===== src/rtl/datapath_param_if.sv =====
// Control-unit side of the datapath: bus source and destination selects,
// register load strobes and the ALU start/busy/done handshake.
interface datapath_param_if #(
    parameter int NREGS = 16
) ();
    localparam int SELW = $clog2(NREGS);

    logic [3:0]      src_sel;
    logic [SELW-1:0] rsrc;
    logic [SELW-1:0] rdst;
    logic            rdst_we;
    logic            hi_in;
    logic            lo_in;
    logic            pc_in;
    logic            mdr_in;
    logic            mar_in;
    logic            ir_in;
    logic            y_in;
    logic            cse_in;
    logic            mdr_rd;
    logic [3:0]      alu_op;
    logic            alu_go;
    logic            alu_busy;
    logic            alu_done;

    modport master (
        output src_sel, rsrc, rdst, rdst_we,
        output hi_in, lo_in, pc_in, mdr_in, mar_in, ir_in, y_in, cse_in, mdr_rd,
        output alu_op, alu_go,
        input  alu_busy, alu_done
    );

    modport slave (
        input  src_sel, rsrc, rdst, rdst_we,
        input  hi_in, lo_in, pc_in, mdr_in, mar_in, ir_in, y_in, cse_in, mdr_rd,
        input  alu_op, alu_go,
        output alu_busy, alu_done
    );
endinterface


===== src/rtl/datapath_param.sv =====
// Single-bus CPU datapath: general register file, special registers, a
// single-cycle ALU and an iterative shift-add multiplier / restoring divider.
module datapath_param #(
    parameter int WIDTH = 32,
    parameter int NREGS = 16
) (
    input  logic               clock,
    input  logic               clear,
    datapath_param_if.slave    ctrl,
    input  logic [WIDTH-1:0]   mdata_in,
    input  logic               inport_strobe,
    input  logic [WIDTH-1:0]   inport_data,
    output logic [WIDTH-1:0]   bus_out,
    output logic [WIDTH-1:0]   mar_out,
    output logic [WIDTH-1:0]   mdr_out,
    output logic [WIDTH-1:0]   ir_out,
    output logic [WIDTH-1:0]   pc_out
);
    localparam int SHW = $clog2(WIDTH);
    localparam int CW  = SHW + 1;
    localparam logic [CW-1:0] LAST_ITER = CW'(WIDTH - 1);

    localparam logic [3:0] OP_ADD  = 4'd0;
    localparam logic [3:0] OP_SUB  = 4'd1;
    localparam logic [3:0] OP_AND  = 4'd2;
    localparam logic [3:0] OP_OR   = 4'd3;
    localparam logic [3:0] OP_SHR  = 4'd4;
    localparam logic [3:0] OP_SHRA = 4'd5;
    localparam logic [3:0] OP_SHL  = 4'd6;
    localparam logic [3:0] OP_ROR  = 4'd7;
    localparam logic [3:0] OP_ROL  = 4'd8;
    localparam logic [3:0] OP_NEG  = 4'd9;
    localparam logic [3:0] OP_NOT  = 4'd10;
    localparam logic [3:0] OP_INC  = 4'd11;
    localparam logic [3:0] OP_MUL  = 4'd12;
    localparam logic [3:0] OP_DIV  = 4'd13;

    typedef enum logic [1:0] {
        IDLE,
        MUL,
        DIV
    } state_t;

    logic [WIDTH-1:0] gpr [NREGS];
    logic [WIDTH-1:0] hi, lo, zhigh, zlow, pc, mdr, mar, ir, y, inport, cse;
    logic [WIDTH-1:0] bus;

    state_t           state;
    logic [CW-1:0]    iter;
    logic             busy;
    logic             done;
    logic [WIDTH-1:0] op_a;
    logic [WIDTH-1:0] op_b;
    logic [WIDTH-1:0] work_hi;
    logic [WIDTH-1:0] work_lo;

    logic [SHW-1:0]   shamt;
    logic [WIDTH-1:0] simple_result;
    logic [WIDTH:0]   mul_sum;
    logic [WIDTH-1:0] mul_hi_next;
    logic [WIDTH-1:0] mul_lo_next;
    logic [WIDTH:0]   div_shift;
    logic             div_fits;
    logic [WIDTH-1:0] div_rem_next;
    logic [WIDTH-1:0] div_quo_next;

    always_comb begin
        bus = '0;
        case (ctrl.src_sel)
            4'd1:    bus = gpr[ctrl.rsrc];
            4'd2:    bus = hi;
            4'd3:    bus = lo;
            4'd4:    bus = zhigh;
            4'd5:    bus = zlow;
            4'd6:    bus = pc;
            4'd7:    bus = mdr;
            4'd8:    bus = inport;
            4'd9:    bus = cse;
            default: bus = '0;
        endcase
    end

    assign bus_out       = bus;
    assign mar_out       = mar;
    assign mdr_out       = mdr;
    assign ir_out        = ir;
    assign pc_out        = pc;
    assign ctrl.alu_busy = busy;
    assign ctrl.alu_done = done;

    // Single-cycle results use the live Y and bus, since they commit on the go edge.
    assign shamt = bus[SHW-1:0];

    always_comb begin
        simple_result = bus;
        case (ctrl.alu_op)
            OP_ADD:  simple_result = y + bus;
            OP_SUB:  simple_result = y - bus;
            OP_AND:  simple_result = y & bus;
            OP_OR:   simple_result = y | bus;
            OP_SHR:  simple_result = y >> shamt;
            OP_SHRA: simple_result = WIDTH'($signed(y) >>> shamt);
            OP_SHL:  simple_result = y << shamt;
            OP_ROR:  simple_result = WIDTH'({y, y} >> shamt);
            OP_ROL:  simple_result = WIDTH'(({y, y} << shamt) >> WIDTH);
            OP_NEG:  simple_result = '0 - bus;
            OP_NOT:  simple_result = ~bus;
            OP_INC:  simple_result = bus + WIDTH'(1);
            default: simple_result = bus;
        endcase
    end

    // Multiplier keeps the partial product in work_hi and the unconsumed multiplier in work_lo.
    assign mul_sum     = {1'b0, work_hi} + (work_lo[0] ? {1'b0, op_a} : {(WIDTH + 1){1'b0}});
    assign mul_hi_next = mul_sum[WIDTH:1];
    assign mul_lo_next = {mul_sum[0], work_lo[WIDTH-1:1]};

    // Divider: work_hi is the partial remainder, work_lo shifts dividend bits out and quotient bits in.
    assign div_shift    = {work_hi, work_lo[WIDTH-1]};
    assign div_fits     = div_shift >= {1'b0, op_b};
    assign div_rem_next = div_fits ? (div_shift[WIDTH-1:0] - op_b) : div_shift[WIDTH-1:0];
    assign div_quo_next = {work_lo[WIDTH-2:0], div_fits};

    always_ff @(posedge clock or negedge clear) begin
        if (!clear) begin
            for (int i = 0; i < NREGS; i++) begin
                gpr[i] <= '0;
            end
            hi     <= '0;
            lo     <= '0;
            pc     <= '0;
            mdr    <= '0;
            mar    <= '0;
            ir     <= '0;
            y      <= '0;
            inport <= '0;
            cse    <= '0;
        end else begin
            if (ctrl.rdst_we) gpr[ctrl.rdst] <= bus;
            if (ctrl.hi_in)   hi  <= bus;
            if (ctrl.lo_in)   lo  <= bus;
            if (ctrl.pc_in)   pc  <= bus;
            if (ctrl.mar_in)  mar <= bus;
            if (ctrl.ir_in)   ir  <= bus;
            if (ctrl.y_in)    y   <= bus;
            if (ctrl.cse_in)  cse <= bus;
            if (ctrl.mdr_in)  mdr <= ctrl.mdr_rd ? mdata_in : bus;
            if (inport_strobe) inport <= inport_data;
        end
    end

    // A go seen while busy is dropped; Z only changes when an operation completes.
    always_ff @(posedge clock or negedge clear) begin
        if (!clear) begin
            state   <= IDLE;
            iter    <= '0;
            busy    <= 1'b0;
            done    <= 1'b0;
            op_a    <= '0;
            op_b    <= '0;
            work_hi <= '0;
            work_lo <= '0;
            zhigh   <= '0;
            zlow    <= '0;
        end else begin
            done <= 1'b0;
            case (state)
                IDLE: begin
                    if (ctrl.alu_go) begin
                        case (ctrl.alu_op)
                            OP_MUL: begin
                                state   <= MUL;
                                busy    <= 1'b1;
                                iter    <= '0;
                                op_a    <= y;
                                work_hi <= '0;
                                work_lo <= bus;
                            end
                            OP_DIV: begin
                                state   <= DIV;
                                busy    <= 1'b1;
                                iter    <= '0;
                                op_a    <= y;
                                op_b    <= bus;
                                work_hi <= '0;
                                work_lo <= y;
                            end
                            default: begin
                                zlow  <= simple_result;
                                zhigh <= '0;
                                done  <= 1'b1;
                            end
                        endcase
                    end
                end
                MUL: begin
                    work_hi <= mul_hi_next;
                    work_lo <= mul_lo_next;
                    iter    <= iter + CW'(1);
                    if (iter == LAST_ITER) begin
                        zhigh <= mul_hi_next;
                        zlow  <= mul_lo_next;
                        state <= IDLE;
                        busy  <= 1'b0;
                        done  <= 1'b1;
                    end
                end
                DIV: begin
                    if (op_b == '0) begin
                        zlow  <= '1;
                        zhigh <= op_a;
                        state <= IDLE;
                        busy  <= 1'b0;
                        done  <= 1'b1;
                    end else begin
                        work_hi <= div_rem_next;
                        work_lo <= div_quo_next;
                        iter    <= iter + CW'(1);
                        if (iter == LAST_ITER) begin
                            zhigh <= div_rem_next;
                            zlow  <= div_quo_next;
                            state <= IDLE;
                            busy  <= 1'b0;
                            done  <= 1'b1;
                        end
                    end
                end
                default: begin
                    state <= IDLE;
                    busy  <= 1'b0;
                end
            endcase
        end
    end
endmodule


===== src/flat_wrapper.sv =====
// flat-port wrapper written by rule: the top's interface ports become plain ports
module datapath_param_flat 
#(
    parameter int WIDTH = 32,
    parameter int NREGS = 16
)
  (clock, clear, mdata_in, inport_strobe, inport_data, bus_out, mar_out, mdr_out, ir_out, pc_out, ctrl_src_sel, ctrl_rsrc, ctrl_rdst, ctrl_rdst_we, ctrl_hi_in, ctrl_lo_in, ctrl_pc_in, ctrl_mdr_in, ctrl_mar_in, ctrl_ir_in, ctrl_y_in, ctrl_cse_in, ctrl_mdr_rd, ctrl_alu_op, ctrl_alu_go, ctrl_alu_busy, ctrl_alu_done);
  datapath_param_if #(.NREGS(NREGS)) ctrl_i ();
  input  logic clock;
  input  logic clear;
  input  logic [WIDTH-1:0] mdata_in;
  input  logic inport_strobe;
  input  logic [WIDTH-1:0] inport_data;
  output logic [WIDTH-1:0] bus_out;
  output logic [WIDTH-1:0] mar_out;
  output logic [WIDTH-1:0] mdr_out;
  output logic [WIDTH-1:0] ir_out;
  output logic [WIDTH-1:0] pc_out;
  input wire logic [$bits(ctrl_i.src_sel)-1:0] ctrl_src_sel;
  input wire logic [$bits(ctrl_i.rsrc)-1:0] ctrl_rsrc;
  input wire logic [$bits(ctrl_i.rdst)-1:0] ctrl_rdst;
  input wire logic [$bits(ctrl_i.rdst_we)-1:0] ctrl_rdst_we;
  input wire logic [$bits(ctrl_i.hi_in)-1:0] ctrl_hi_in;
  input wire logic [$bits(ctrl_i.lo_in)-1:0] ctrl_lo_in;
  input wire logic [$bits(ctrl_i.pc_in)-1:0] ctrl_pc_in;
  input wire logic [$bits(ctrl_i.mdr_in)-1:0] ctrl_mdr_in;
  input wire logic [$bits(ctrl_i.mar_in)-1:0] ctrl_mar_in;
  input wire logic [$bits(ctrl_i.ir_in)-1:0] ctrl_ir_in;
  input wire logic [$bits(ctrl_i.y_in)-1:0] ctrl_y_in;
  input wire logic [$bits(ctrl_i.cse_in)-1:0] ctrl_cse_in;
  input wire logic [$bits(ctrl_i.mdr_rd)-1:0] ctrl_mdr_rd;
  input wire logic [$bits(ctrl_i.alu_op)-1:0] ctrl_alu_op;
  input wire logic [$bits(ctrl_i.alu_go)-1:0] ctrl_alu_go;
  output wire logic [$bits(ctrl_i.alu_busy)-1:0] ctrl_alu_busy;
  output wire logic [$bits(ctrl_i.alu_done)-1:0] ctrl_alu_done;
  assign ctrl_i.src_sel = ctrl_src_sel;
  assign ctrl_i.rsrc = ctrl_rsrc;
  assign ctrl_i.rdst = ctrl_rdst;
  assign ctrl_i.rdst_we = ctrl_rdst_we;
  assign ctrl_i.hi_in = ctrl_hi_in;
  assign ctrl_i.lo_in = ctrl_lo_in;
  assign ctrl_i.pc_in = ctrl_pc_in;
  assign ctrl_i.mdr_in = ctrl_mdr_in;
  assign ctrl_i.mar_in = ctrl_mar_in;
  assign ctrl_i.ir_in = ctrl_ir_in;
  assign ctrl_i.y_in = ctrl_y_in;
  assign ctrl_i.cse_in = ctrl_cse_in;
  assign ctrl_i.mdr_rd = ctrl_mdr_rd;
  assign ctrl_i.alu_op = ctrl_alu_op;
  assign ctrl_i.alu_go = ctrl_alu_go;
  assign ctrl_alu_busy = ctrl_i.alu_busy;
  assign ctrl_alu_done = ctrl_i.alu_done;
  datapath_param #(.WIDTH(WIDTH), .NREGS(NREGS)) u_core (.clock(clock), .clear(clear), .ctrl(ctrl_i), .mdata_in(mdata_in), .inport_strobe(inport_strobe), .inport_data(inport_data), .bus_out(bus_out), .mar_out(mar_out), .mdr_out(mdr_out), .ir_out(ir_out), .pc_out(pc_out));
endmodule

===== config.mk =====
export PLATFORM = sky130hd
export DESIGN_NAME = datapath_param_flat
export DESIGN_NICKNAME = d
export VERILOG_FILES = /design/src/rtl/datapath_param_if.sv /design/src/rtl/datapath_param.sv /design/src/flat_wrapper.sv
export SDC_FILE = /design/constraint.sdc
export NUM_CORES = 2
export LEC_CHECK = 0
export BUFFER_PORTS_ARGS = -buffer_cell sky130_fd_sc_hd__buf_2
export CAP_MARGIN = 20
export CORE_UTILIZATION = 35
export CTS_CLUSTER_SIZE = 14
export DETAILED_ROUTE_END_ITERATION = 10
export GPL_TIMING_DRIVEN = 0
export SLEW_MARGIN = 40
export SYNTH_ARGS = -nofsm -noshare
export SYNTH_HDL_FRONTEND = slang
export SYNTH_SLANG_ARGS = --single-unit

===== constraint.sdc =====
create_clock -name clock -period 5.3 [get_ports clock]
set_input_delay 0.795 -clock clock [delete_from_list [all_inputs] [get_ports clock]]
set_output_delay 0.795 -clock clock [all_outputs]
set_load 0.01 [all_outputs]

After elaboration in Yosys (flattened, before gate mapping)
Cells that the tools add are included.
- register bits: 1002
- input port bits: 94
- output and inout bits: 162
- logic and storage cells: 151
- add/subtract/negate cells: 7
- $lt $le $gt $ge: 4
- equal/unequal tests: 32
- shift operators: 5
- muxes and demuxes: 50
- bitwise logic cells: 5
- reductions and logical operators: 13
- operators with widths (cell ; number):
    2-to-1 mux 32 bit ; 21
    bitwise mux 512 bit ; 1
    case mux 32 bit (12 select lines) ; 1
    case mux 32 bit (3 select lines) ; 4
    case mux 32 bit (9 select lines) ; 1
    binary-select mux 32 bit (select 4 bit) ; 1
    demux 32 bit (select 4 bit) ; 1
    case mux 32 bit (2 select lines) ; 1
    << shifter 64 x 5 -> 64 bit ; 1
    >> shifter 64 x 5 -> 32 bit ; 1
    subtractor 32 bit ; 2
    adder 32 x 33 -> 33 bit ; 1
    greater-or-equal comparator 33 x 32 -> 1 bit ; 1
    adder 32 x 1 -> 32 bit (second input constant) ; 1
    adder 32 bit ; 1
    AND 32 bit ; 1
    == test 4 x 3 -> 1 bit (second input constant) ; 8
    == test 4 bit (second input constant) ; 8
    zero test 32 bit ; 1
    inverter 32 bit ; 1
    bitwise OR 32 bit ; 1
    << shifter 32 x 5 -> 32 bit ; 1
    >> shifter 32 x 5 -> 32 bit ; 1
    >>> shifter 32 x 5 -> 32 bit ; 1
    other kinds (30) ; 54

Logic depth before layout (Yosys ltp)
- word-level depth: 10
- mapped depth: 27
- gate-level depth less buffers: 21

Worst setup path before layout
OpenSTA, ideal clock, no wires.
- path kind: input-to-reg
- start point: in ctrl_rsrc[0]
- end point: reg u_core.zlow[30]
- library setup time: 0.082 ns
- arrival time: 6.544 ns
- required time: 5.218 ns
- path slack: -1.326 ns
- stages: 25
- path buffers: 8
- path through: clkbuf_1 > buf_6 > buf_6 > buf_2 > buf_4 > buf_2 > mux4_2 > mux4_2 > a21oi_1 > clkbuf_1 > clkbuf_1 > inv_1 > ha_1 > a21o_1 > a21o_1 > a2111oi_0 > o41ai_1 > a21oi_1 > o21bai_1 > o31ai_2 > o211ai_1 > a21oi_1 > xnor2_1 > nand2_1 > a31oi_1
- longest elaborated chain between the ends: 10
- elaborated cells on any way between the ends: 21
- those cells by class: 4 x add/sub; 5 x shift; 8 x mux; 4 x bitwise
- RTL lines (what ; line ; RTL):
    start, declared ; flat_wrapper.sv:20 ; input wire logic [$bits(ctrl_i.rsrc)-1:0] ctrl_rsrc;
    inverter 4 -> 5 bit (implied by the code) (*) ; datapath_param.sv:70 ; 4'd1: bus = gpr[ctrl.rsrc];
    binary-select mux 32 bit (select 4 bit) (*) ; datapath_param.sv:70 ;
    2-to-1 mux 32 bit (implied by the code) (*) (2 in a row) ; datapath_param.sv:70 ;
    case mux 32 bit (9 select lines) (*) ; datapath_param.sv:69 ; case (ctrl.src_sel)
    via bus_out[6] ; flat_wrapper.sv:14 ; output logic [WIDTH-1:0] bus_out;
    adder 32 x 1 -> 32 bit, or another cell as far along ; datapath_param.sv:108 ; OP_INC: simple_result = bus + WIDTH'(1);
    case mux 32 bit (12 select lines) (*) ; datapath_param.sv:96 ; case (ctrl.alu_op)
    2-to-1 mux 32 bit (*) ; datapath_param.sv:170 ; case (ctrl.alu_op)
    2-to-1 mux 32 bit (*) ; datapath_param.sv:169 ; if (ctrl.alu_go) begin
    case mux 32 bit (3 select lines) (*) ; datapath_param.sv:167 ; case (state)
    end signal, assigned ; datapath_param.sv:189 ; zlow <= simple_result;
    end signal, assigned ; datapath_param.sv:202 ; zlow <= mul_lo_next;
    end signal, assigned ; datapath_param.sv:221 ; zlow <= div_quo_next;
    end, declared ; datapath_param.sv:45 ; logic [WIDTH-1:0] hi, lo, zhigh, zlow, pc, mdr, mar, ir, y, inport, cse;
The timed path passes the listed nets; every way through them passes the cells marked *. The select of a mux whose other input is x is not followed.
A chain may end at the register's enable or synchronous reset.

Final worst setup path
- start point: in ctrl_rsrc[0]
- end point: reg u_core.zlow[27]
- longest elaborated chain between the ends: 10
- elaborated cells on any way between the ends: 21
- those cells by class: 4 x add/sub; 5 x shift; 8 x mux; 4 x bitwise
- RTL lines (what ; line):
    inverter 4 -> 5 bit (implied by the code) (*) ; datapath_param.sv:70
    binary-select mux 32 bit (select 4 bit) (*) ; datapath_param.sv:70
    2-to-1 mux 32 bit (implied by the code) (*) (2 in a row) ; datapath_param.sv:70
    case mux 32 bit (9 select lines) (*) ; datapath_param.sv:69
    adder 32 x 1 -> 32 bit, or another cell as far along ; datapath_param.sv:108
    case mux 32 bit (12 select lines) (*) ; datapath_param.sv:96
    2-to-1 mux 32 bit (*) ; datapath_param.sv:170
    2-to-1 mux 32 bit (*) ; datapath_param.sv:169
    case mux 32 bit (3 select lines) (*) ; datapath_param.sv:167
Mark *: on every way between the ends. The rest lies on a longest branch, timed or not. The select of a mux whose other input is x is not followed.

==> flow_summary.json <==
{
  "synth-compound-area-share_pct": 21.1,
  "ys_seq_elements": 1002,
  "crit_required_ns": 5.96,
  "multi_input_area_sq_mm": 0.0316,
  "syn_to_final_growth_pct": 21.1,
  "cp-start-kind": "input port",
  "fillers": 16000,
  "clockRootBuffer": "clkbuf_16",
  "drive_above_1_share_pct": 19.8,
  "hold_depth": 2,
  "synth_top_family_by_area": "compound AO/OA/AOI/OAI gates",
  "maxSlewViolCount": 0,
  "core_area_sq_mm": 0.164,
  "hold_slack_ns": 0.265,
  "rrSetupSlack_ns": 0.05,
  "cts_buffers": 103,
  "cp-end-kind": "flop",
  "fmax_mhz": 183,
  "status": "finished with violations",
  "routed_wl_um": 310000,
  "powerDensity_mw_per_mm2": 480,
  "fin_ws_ns": -0.166,
  "drc_errors": 0,
  "htree_levels": 3,
  "synthMuxAreaShare_pct": 12.1,
  "pwr-share-seq_pct": 32.1,
  "yosys.area.top_type": "dfrtp_1",
  "async_reset_ff_share_pct": 100,
  "setup_violations": 10,
  "yosysUniqueCellTypes": 109,
  "ys.flop_type": "dfrtp_1",
  "power_switching_mw": 14.5,
  "num_rows": 148,
  "cts_tree": "done",
  "p_total_mw": 33.6,
  "p_sw_share_pct": 43.2,
  "boundaryPins": 256,
  "grt_pass1_wl_um": 425000,
  "synth.area.top_cells": "dfrtp_1 43%, a21oi_1 6.9%, nor2_1 5.2%",
  "avgRoutedWirePerCell_um": 34.1,
  "syn-instance-count": 6326,
  "tightest_slew_ns": 0.965,
  "fp.dieArea_sq_mm": 0.167,
  "globalplace.congestion": 1.03,
  "setup_tns_ns": -0.356,
  "leakagePower_nw": 30.4,
  "synth_common_cells": "1002 x dfrtp_1, 805 x nor2_1, 803 x a21oi_1, 624 x nand2_1, 518 x o21ai_0",
  "via_count": 56900,
  "grt.total_usage_pct": 36.1,
  "clock_path_buffers": 3,
  "synth-xor-area-share_pct": 1.59,
  "syn-num-nets": 6552,
  "grt_pass1_vias": 53400,
  "viasPerCell": 6.26,
  "p_int_mw": 19.1,
  "synth_most_common_cell": "dfrtp_1",
  "ant_nets": 0,
  "violations": "negative setup slack",
  "ir_drop_mv": 0.306,
  "power_frac_comb_pct": 43.3,
  "pwr-share-clk_pct": 24.6,
  "die_x_um": 409,
  "fp.dieH_um": 409,
  "layout_min_cycle_time_ns": 5.47,
  "synth-edff-count": 0,
  "dpl.cell_count": 8774,
  "clock_latency_ns": 0.79,
  "crit_fanout": 9,
  "ys_warn_count": 0,
  "maxSlewHeadroom_pct": 35.7,
  "synthAdderAreaFrac_pct": 3.27,
  "antenna_found_initial": 36,
  "hold_class": "in2reg",
  "instances_no_fill": 9079,
  "placed_area_sq_mm": 0.0633,
  "finalCritPeriodShare_pct": 103,
  "nets": 7029,
  "synth_top_area_share_pct": 43.3,
  "design_area_sq_mm": 0.0701,
  "syn_avg_cell_area_sq_um": 9.16,
  "drtIter0Drc": 7432,
  "dp_hpwl_um": 233000,
  "synth_simple_gate_area_share_pct": 14.0,
  "final_core_util_pct": 42.9,
  "register_area_sq_mm": 0.0251,
  "rsz0062_at_grt": "yes",
  "place_ws_ns": -3.63,
  "synth.cell_area_sq_mm": 0.0579,
  "reg2regPathDepth": 21,
  "grt_max_degree": 107,
  "cts_num_sinks": 1002,
  "maxCapViolCount": 0,
  "synth-seq-area-share_pct": 43.3,
  "port_buffers": 241,
  "drtPass1Iterations": 8,
  "critPathArrivalTime_ns": 6.13,
  "worst_clock_skew_ns": 0.0783,
  "initial_core_util_pct": 35.4,
  "path_clk_slew_ns": 0.07,
  "path_class": "in2reg",
  "grt-ovfl-total": 0,
  "hold_viol": 0
}
## power groups by stage
stage	combinational, mW	clock, mW	sequential [mW]
final	14.6	8.28	10.8
after global routing	15.1	8.58	10.9
after CTS	13.7	8.27	10.7
after detailed placement	13.2	0	10.8
after global placement	13.0	0	10.8
after floorplan	7.85	0	10.2
## flip-flops by register name, indices dropped and copies added (netlist names), 2 cells and up
signal          flops
u_core.y           32
u_core.mar_out     32
u_core.zhigh       32
u_core.hi          32
u_core.zlow        32
u_core.state        2
u_core.work_lo     32
u_core.op_a        32
u_core.iter         6
u_core.op_b        32
u_core.ir_out      32
u_core.inport      32
u_core.pc_out      32
u_core.mdr_out     32
u_core.cse         32
u_core.lo          32
u_core.work_hi     32
u_core.gpr        512
## cell families after synthesis
kind of cell             Yosys count
AO/OA/AOI/OAI                   2013
AND/OR/NAND/NOR                 1872
flip-flops                      1002
buffers and inverters            671
multiplexers                     509
adder cells (fa/ha/maj)          154
XOR/XNOR                         105
## path summary, 6_finish.rpt
kind | from | end
worst min-delay path | inport_data[13] | u_core.inport[13]
max in group asynchronous | clear | u_core.gpr[360]
worst max register to register | u_core.hi[4] | u_core.zlow[16]
worst min register to register | u_core.gpr[421] | u_core.gpr[421]
min in group asynchronous | clear | u_core.gpr[56]
worst max-delay path | ctrl_rsrc[0] | u_core.zlow[27]
## per-layer routing
metal  up-vias  GRT usage (%)  routed length [um]
met1     28600           47.2              120000
met5         -              0                 194
met2      3721           51.9              130000
met3       935           10.4               35500
li1      23600              -                   -
met4        20           23.0               23800
## cell usage in the layout (no fill, tap or decap), drive strengths merged, types with 50 or more instances in the layout
cell and count:
mux2i 190, mux2 187, a21o 81, nor2 808, mux4 132, buf 543
clkbuf 535, o21ai 528, a211oi 50, a21oi 804, xnor2 58, a22oi 111
a22o 93, nand2 624, dfrtp 1002, nand3 84, ha 129, and2 107
inv 97
## repair_timing
action,in CTS,in global routing
gates resized for setup,328,146
endpoints found under the setup margin,68,46
setup buffers,87,42
pin swaps,52,50
cloned,3,0
hold buffers,1,0
endpoints found under the hold margin,59,0
## cell type report
cell class,instances,area share (%)
diodes,18,0.0642
plain buffers,530,4.60
clock buffers,143,4.28
well taps,2175,3.88
inverters,106,0.630
flip-flops and latches,1002,35.7
clock inverters,45,1.17
multi-input cells,4653,45.0
repair buffers,407,4.63
## critical path: stages
cell and delay (ns):
buf_8 0.09, buf_12 0.12, buf_16 0.16, buf_16 0.14, buf_12 0.13, buf_16 0.14, mux4_2 0.56, mux4_2 0.61
a21oi_4 0.29, clkbuf_16 0.23, inv_8 0.05, ha_4 0.23, buf_8 0.12, o21a_1 0.10, o21a_1 0.17, o21a_1 0.21
a21oi_1 0.15, nor2_1 0.07, a21oi_2 0.20, o221ai_2 0.12, a221oi_2 0.30, o21ai_1 0.14, a21oi_2 0.28, o211ai_1 0.30
a221o_1 0.38
No activity file was read; power rests on OpenSTA's default activity.
